**src/rtl/fetch_pkg.sv**
```systemverilog
`default_nettype none
// ============================================================================
// Module      : fetch_pkg
// Description : Shared types and constants for the instruction fetch
//               sequencer: FSM state encoding, the NOP substituted for
//               out-of-range fetches, and the instruction width in bytes.
// Revision    : 1.0 - initial release
// ============================================================================
package fetch_pkg;

    typedef enum logic [0:0] {
        FETCH = 1'b0,
        HOLD  = 1'b1
    } fetch_state_e;

    // addi x0, x0, 0
    localparam logic [31:0] NOP_INSTR   = 32'h0000_0013;
    localparam int          INSTR_BYTES = 4;

endpackage : fetch_pkg
`default_nettype wire

```
**src/rtl/word_assembler.sv**
```systemverilog
`default_nettype none
// ============================================================================
// Module      : word_assembler
// Description : Four-lane byte register that builds a little-endian 32-bit
//               instruction word one byte at a time. Also accepts a whole
//               word load (used for NOP substitution) and a synchronous clear.
// Ports       : clk, rst_n      - clock, async active-low reset
//               i_clear         - zero all lanes (highest priority)
//               i_load_en       - load i_load_word into all lanes
//               i_wr_en         - write i_wr_byte into lane i_wr_lane
//               o_word          - assembled word {lane3,lane2,lane1,lane0}
// Revision    : 1.0 - initial release
// ============================================================================
module word_assembler
    import fetch_pkg::*;
(
    input  logic        clk,
    input  logic        rst_n,
    input  logic        i_clear,
    input  logic        i_load_en,
    input  logic [31:0] i_load_word,
    input  logic        i_wr_en,
    input  logic [1:0]  i_wr_lane,
    input  logic [7:0]  i_wr_byte,
    output logic [31:0] o_word
);

    logic [INSTR_BYTES*8-1:0] r_word;

    always_ff @(posedge clk or negedge rst_n) begin
        if (!rst_n) begin
            r_word <= '0;
        end else if (i_clear) begin
            r_word <= '0;
        end else if (i_load_en) begin
            r_word <= i_load_word;
        end else if (i_wr_en) begin
            for (int i = 0; i < INSTR_BYTES; i++) begin
                if (i_wr_lane == 2'(i)) begin
                    r_word[i*8 +: 8] <= i_wr_byte;
                end
            end
        end
    end

    assign o_word = r_word;

endmodule : word_assembler
`default_nettype wire

```
**src/rtl/fetch_sequencer.sv**
```systemverilog
`default_nettype none
// ============================================================================
// Module      : fetch_sequencer
// Description : Instruction fetch controller for a byte-wide instruction
//               memory. Reads four bytes (one per cycle) at the current PC,
//               assembles them little-endian and presents the word to decode
//               over a valid/ready handshake. Redirects take priority in any
//               state; fetches beyond the populated memory yield a NOP with
//               out_fault set.
// Ports       : clk, rst_n                  - clock, async active-low reset
//               mem_addr / mem_rdata        - byte-addressed memory port
//               redirect_valid/redirect_pc  - branch/jump target load
//               out_valid/out_ready         - handshake to decode
//               out_instr/out_pc/out_fault  - fetched word, its PC, NOP flag
// Revision    : 1.0 - initial release
// ============================================================================
module fetch_sequencer
    import fetch_pkg::*;
#(
    parameter logic [63:0] RESET_PC  = 64'h0,
    parameter int unsigned MEM_BYTES = 81
) (
    input  logic        clk,
    input  logic        rst_n,
    output logic [63:0] mem_addr,
    input  logic [7:0]  mem_rdata,
    input  logic        redirect_valid,
    input  logic [63:0] redirect_pc,
    output logic        out_valid,
    input  logic        out_ready,
    output logic [31:0] out_instr,
    output logic [63:0] out_pc,
    output logic        out_fault
);

    // Highest PC from which a full word still lies inside the memory.
    localparam logic [63:0] c_last_word_pc = 64'(MEM_BYTES) - 64'(INSTR_BYTES);

    fetch_state_e r_state, w_next_state;
    logic [63:0]  r_pc, w_next_pc;
    logic [1:0]   r_byte_idx, w_next_byte_idx;
    logic [63:0]  r_out_pc, w_next_out_pc;
    logic         r_out_fault, w_next_out_fault;

    logic         w_asm_clear;
    logic         w_asm_load;
    logic         w_asm_wr;
    logic         w_out_of_range;

    // Target is always word aligned; the low bits carry no information.
    logic         w_unused_redirect_lsbs;
    assign w_unused_redirect_lsbs = ^redirect_pc[1:0];

    assign w_out_of_range = (r_pc > c_last_word_pc);

    always_ff @(posedge clk or negedge rst_n) begin
        if (!rst_n) begin
            r_state     <= FETCH;
            r_pc        <= RESET_PC;
            r_byte_idx  <= 2'd0;
            r_out_pc    <= RESET_PC;
            r_out_fault <= 1'b0;
        end else begin
            r_state     <= w_next_state;
            r_pc        <= w_next_pc;
            r_byte_idx  <= w_next_byte_idx;
            r_out_pc    <= w_next_out_pc;
            r_out_fault <= w_next_out_fault;
        end
    end

    always_comb begin
        w_next_state     = r_state;
        w_next_pc        = r_pc;
        w_next_byte_idx  = r_byte_idx;
        w_next_out_pc    = r_out_pc;
        w_next_out_fault = r_out_fault;
        w_asm_clear      = 1'b0;
        w_asm_load       = 1'b0;
        w_asm_wr         = 1'b0;

        case (r_state)
            FETCH: begin
                if ((r_byte_idx == 2'd0) && w_out_of_range) begin
                    // Skip the memory entirely and hand out a NOP.
                    w_next_state     = HOLD;
                    w_asm_load       = 1'b1;
                    w_next_out_pc    = r_pc;
                    w_next_out_fault = 1'b1;
                end else begin
                    w_asm_wr        = 1'b1;
                    w_next_byte_idx = 2'(r_byte_idx + 2'd1);
                    if (r_byte_idx == 2'd3) begin
                        w_next_state     = HOLD;
                        w_next_out_pc    = r_pc;
                        w_next_out_fault = 1'b0;
                    end
                end
            end
            HOLD: begin
                if (out_ready) begin
                    w_next_state    = FETCH;
                    w_next_pc       = r_pc + 64'(INSTR_BYTES);
                    w_next_byte_idx = 2'd0;
                end
            end
            default: begin
                w_next_state = FETCH;
            end
        endcase

        // Redirect overrides everything above; a concurrent handshake has
        // already delivered its word, only the PC advance is replaced.
        if (redirect_valid) begin
            w_next_state    = FETCH;
            w_next_pc       = {redirect_pc[63:2], 2'b00};
            w_next_byte_idx = 2'd0;
            w_asm_clear     = 1'b1;
            w_asm_load      = 1'b0;
            w_asm_wr        = 1'b0;
        end
    end

    word_assembler u_word_assembler (
        .clk         (clk),
        .rst_n       (rst_n),
        .i_clear     (w_asm_clear),
        .i_load_en   (w_asm_load),
        .i_load_word (NOP_INSTR),
        .i_wr_en     (w_asm_wr),
        .i_wr_lane   (r_byte_idx),
        .i_wr_byte   (mem_rdata),
        .o_word      (out_instr)
    );

    assign mem_addr  = r_pc + {62'd0, r_byte_idx};
    assign out_valid = (r_state == HOLD);
    assign out_pc    = r_out_pc;
    assign out_fault = r_out_fault;

endmodule : fetch_sequencer
`default_nettype wire
```
**config.mk**
```make
export PLATFORM = sky130hd
export DESIGN_NAME = fetch_sequencer
export DESIGN_NICKNAME = d
export VERILOG_FILES = /design/src/rtl/fetch_pkg.sv /design/src/rtl/word_assembler.sv /design/src/rtl/fetch_sequencer.sv
export SDC_FILE = /design/constraint.sdc
export NUM_CORES = 1
export LEC_CHECK = 0
export ABC_AREA = 0
export CORE_ASPECT_RATIO = 2
export CORE_MARGIN = 2
export CORE_UTILIZATION = 40
export DETAILED_ROUTE_END_ITERATION = 7
export HOLD_SLACK_MARGIN = 0.03
export MAX_ROUTING_LAYER = met4
export PLACE_DENSITY = 0.65
export SLEW_MARGIN = 15
export SYNTH_ARGS = -nofsm -noshare
export SYNTH_HDL_FRONTEND = slang
export SYNTH_SLANG_ARGS = --single-unit
```
**constraint.sdc**
```tcl
create_clock -name clk -period 3.06 [get_ports clk]
set_input_delay 0.306 -clock clk [delete_from_list [all_inputs] [get_ports clk]]
set_output_delay 0.306 -clock clk [all_outputs]
set_load 0.02 [all_outputs]
```
# [Word level (Yosys, flattened, before mapping)]
# Cells that the tools add are included.
[word_totals] input_bits=76 reg_bits=164 out_inout_bits=162 wordCells=66
[op_classes] n_eq_ne=5 n_reduce_logical=17 magnitude_cmp=1 muxes=30 addsub=3 bitwise_logic=1
[op_table] cell="$mux 64" count=5
[op_table] cell="$mux 32" count=3
[op_table] cell="$add 64x2->64" count=1
[op_table] cell="$add 64x3->64 const B" count=1
[op_table] cell="$gt 64x7->1 const B" count=1
[op_table] cell="$mux 8" count=4
[op_table] cell="$reduce_bool 3->1" count=5
[op_table] cell="$reduce_and 2->1" count=7
[op_table] cell="$mux 1" count=13
[op_table] cell="$mux 2" count=3
[op_table] cell="$ne 3x3->1 const B" count=2
[op_table] cell="$reduce_bool 2->1" count=3
[op_table] cell="$eq 2x2->1 const B" count=2
[op_table] cell="$pmux 2 s2" count=1
[op_table] cell="$add 2x1->2 const B" count=1
[op_table] cell="$eq 2x1->1 const B" count=1
[op_table] cell="$logic_not 2->1" count=1
[op_table] cell="$pmux 1 s2" count=1
[op_table] cell="$logic_and 1x1->1" count=1
[op_table] cell="$not 1->1" count=1

# [Depth between registers and ports, before layout]
[depth] ltp_word=8 depth_mapped=8 depth_no_buf=7

# [Cells and area by module]
# A second synthesis with hierarchy kept.
[unflattened] hier_cells=850 area_unflattened_um2=8505.7
[modules_own_cells] mod="fetch_sequencer" instances=1 seq_area_each_um2=3203.1 area_each_um2=6854.1 cells_each=696
[modules_own_cells] mod="word_assembler" instances=1 seq_area_each_um2=800.8 area_each_um2=1651.6 cells_each=154

# [Worst setup path after synthesis]
# Ideal clock, no wire load.
[synth_path] kind="register to register" from="register r_state, in the netlist out_valid" to="register r_pc[35]" path_stages_with_launch=8 required_ns=2.935 n_path_buf=2 arrival_time_ns=2.103 setup_time_ns=0.125 period_less_slack_ns=2.228 setup_slack_ns=0.832 cell_sequence="dfrtp_1 > buf_2 > nand2_1 > or4_1 > clkbuf_1 > nor4_1 > xor2_1 > mux2_2"
[synth_between] elab_chain_len=2
[synth_rtl] element="start, declared" line_no="fetch_sequencer.sv:39" text="fetch_state_e r_state, w_next_state;"
[synth_rtl] element="start signal, assigned" line_no="fetch_sequencer.sv:64" text="r_state <= w_next_state;"
[synth_rtl] element="$reduce_bool 2->1 (no source line)"
[synth_rtl] element="$reduce_and 2->1 (no source line)"
[synth_rtl] element="end signal, assigned" line_no="fetch_sequencer.sv:65" text="r_pc <= w_next_pc;"
[synth_rtl] element="end, declared" line_no="fetch_sequencer.sv:40" text="logic [63:0] r_pc, w_next_pc;"
# Every way passes these cells.
# A chain may end at the register's enable or synchronous reset.

# [Worst setup path after layout]
[layout_path] from="register r_pc[5]" to="register r_out_pc[7], in the netlist out_pc[7]"
[layout_between] elab_chain_len=4 elab_cells_between_ends=5 classes_between="order compare (1); mux (1); reduce/logical (3)"
[layout_rtl] element="$gt 64x7->1 *" line_no="fetch_sequencer.sv:54" text="assign w_out_of_range = (r_pc > c_last_word_pc);"
[layout_rtl] element="$logic_and 1x1->1 *" line_no="fetch_sequencer.sv:84" text="if ((r_byte_idx == 2'd0) && w_out_of_range) begin"
[layout_rtl] element="$reduce_bool 2->1 (no source line)"
[layout_rtl] element="$reduce_and 2->1 (no source line)"
[layout_rtl] element="end signal, assigned" line_no="fetch_sequencer.sv:67" text="r_out_pc <= w_next_out_pc;"
[layout_rtl] element="end, declared" line_no="fetch_sequencer.sv:42" text="logic [63:0] r_out_pc, w_next_out_pc;"
# Every way passes the cells marked *; elsewhere a longest branch is shown, timed or not.

==> results_dict.tcl <==
set metrics [dict create \
    seqPwrFrac 0.414 \
    worstPathArrival_ps 2970 \
    wire_per_inst_um 19.9 \
    path_class "register to register" \
    antenna_found_initial 2 \
    relSlewSlack 0.329 \
    status "finished, final reports clean" \
    clock_latency_ps 430 \
    die_w_um 105 \
    synthTopCellsByCount "dfrtp_1 (160), clkbuf_1 (103), nand2_1 (84)" \
    root_buffer "clkbuf_16" \
    drtIter0Drc 379 \
    maxCapViolCount 0 \
    stdcell_count 1297 \
    async_flop_share 1.00 \
    synthCells 860 \
    met3_usage 0.0475 \
    vias 7172 \
    p_per_area_nw_per_um2 546 \
    post_cts_buffers 0 \
    critical_path.top_delay_family "simple AND/OR/NAND/NOR gates" \
    finalCriticalPeriod_ps 2660 \
    gr-total-overflow 0 \
    clkPwrFrac 0.368 \
    netlist_area_um2 8140 \
    synth.top_cell.area_share 0.492 \
    synth_edf_count 0 \
    switching_share 0.296 \
    vias_per_cell 5.53 \
    clk_pin_slew_worst_paths_ps 60 \
    worstMarginPinSlew_ps 1000 \
    initial_core_util 0.409 \
    synth_cell_types 43 \
    setup-tns-final_ps 0 \
    synth.area.top_cells "dfrtp_1 (49%), mux2_2 (8.6%), clkbuf_1 (4.7%), o21ai_0 (4.1%), nand2_1 (3.9%)" \
    finalMaxSlewViolations 0 \
    period_share 0.871 \
    pin_count 238 \
    ys_warn_count 0 \
    slowest_delay_ps 550 \
    fmaxAchievable_mhz 375 \
    rsz0062_at_grt "false" \
    nNetsFinal 1102 \
    cts_tree "yes" \
    end_kind "register" \
    drive_above_1_share 0.127 \
    cp_max_fo 44 \
    die_h_um 206 \
    areaGrowthSynthToFinish_pct 37.6 \
    fp-row-count 73 \
    cts_made_buffers 17 \
    fin_worst_skew_ps 9.64 \
    cts.sinks 160 \
    synthFlopType "dfrtp_1" \
    hpwl_um 18700 \
    hold_path_class "primary input to async pin" \
    gr-usage-met1 0.270 \
    yosys.area.top_type "dfrtp_1" \
    coreArea_um2 19900 \
    globalRouteTotalUtil 0.245 \
    grt_max_degree 100 \
    worstPathRequired_ps 3360 \
    internal_power_mw 4.31 \
    clk_path_buf_depth 2 \
    gp_congestion 0.798 \
    path_cells "o21ai_0 > nand4_1 > nor4_4 > o21ai_4 > buf_12 > mux2_1" \
    netSwitchingPower_mw 1.81 \
    drt_wl_total_um 25800 \
    setup_viol 0 \
    drt_first_pass_iters 6 \
    path_buf_inv 1 \
    dp.cells 1263 \
    first_global_vias 7019 \
    combPwrFrac 0.218 \
    globalRouteMet2Util 0.423 \
    yosysMostFrequentCell "dfrtp_1" \
    port_buffers 233 \
    drc_errors 0 \
    ant_nets 0 \
    synth-seq-cells 160 \
    top_usage_layer "met2" \
    startpoint_type "register" \
    cellLeakagePower_nw 4.28 \
    die_area_um2 21600 \
    cpMaxStageDelayCell "o21ai_0" \
    hold_violations 0 \
    cts.htree.levels 4 \
    peakVddDrop_mv 0.347 \
    synth_area_per_cell_um2 9.47 \
    seq_area_frac_synth 0.492 \
    grt_pass1_wl_um 39500 \
]
power by group through the flow:
stage / combinational (mW) / sequential [mW] / clock [mW]
global placement: 1.33 / 2.56 / 0
floorplan: 0.535 / 2.66 / 0
detailed placement: 1.34 / 2.57 / 0
finish: 1.33 / 2.53 / 2.25
global route: 1.42 / 2.56 / 2.37
CTS: 1.35 / 2.53 / 2.29
what timing repair did:
action | in CTS | in global routing
endpoints found under the hold margin | 16 | 0
gates resized for setup | 0 | 0
hold buffers | 1 | 0
metrics by stage:
stage / setup slack (ps) / instance area, µm² / hold slack (ps) / utilization / total power [mW]
floorplan: 832 / 8150 / 10.4 / - / 3.20
CTS: 466 / 11200 / 267 / 0.562 / 6.18
global route: 382 / 11200 / 293 / 0.563 / 6.35
detailed placement: 169 / 10600 / 151 / 0.531 / 3.91
global placement: 256 / 10600 / 151 / 0.531 / 3.90
finish: 396 / 11200 / 276 / 0.563 / 6.11
logic make-up after synthesis:
family / Yosys count / share of synthesized area
compound gates: 161 / 0.121
buf+inv: 146 / 0.0704
other cells: 1 / 0.000461
xor+xnor: 34 / 0.0366
fa+ha+maj: 5 / 0.00768
flops: 160 / 0.492
simple gates: 288 / 0.182
mux: 65 / 0.0897
layout make-up:
cell class              instances  area, µm²
clock buffers                  19        453
fillers                      1823       8710
flip-flops and latches        160       4000
clock inverters                12        160
inverters                      26       97.6
multi-input cells             555       3590
repair buffers                261       2570
diodes                          2       5.00
well taps                     262        328
final timing paths:
kind,from,to,slack (ps),cells after the start
max in group asynchronous,rst_n,out_pc[29],1970,3
min in group clk,redirect_pc[41],r_pc[41],430,3
hold / removal,rst_n,out_pc[6],280,2
setup reg to reg,r_pc[5],out_pc[7],400,6
hold reg to reg,out_fault,out_fault,490,2
setup / recovery,r_pc[5],out_pc[7],400,6
sequential cells by signal, indices dropped and copies added (netlist names):
name                     cells
out_pc                      62
r_pc                        62
u_word_assembler.o_word     32
r_byte_idx                   2
out_fault                    1
out_valid                    1
routing by layer:
metal	vias to the layer above	wire length [µm]	part of all wire
li1	3350	-	-
met1	3520	9400	0.36
met2	251	14100	0.55
met3	51	1280	0.050
met4	0	977	0.038
met5	-	0	0
cells in the final DEF, fill, tap and decap left out, types with 26 or more instances in the layout:
master and instances:
a31oi_1 26, clkdlybuf4s50_1 231, dfrtp_1 160, mux2_2 62, nand2_1 84, nand3_1 32, nor2_1 54, nor4_1 27
o21ai_0 66
Note: power is estimated with default switching activity, not from simulation.
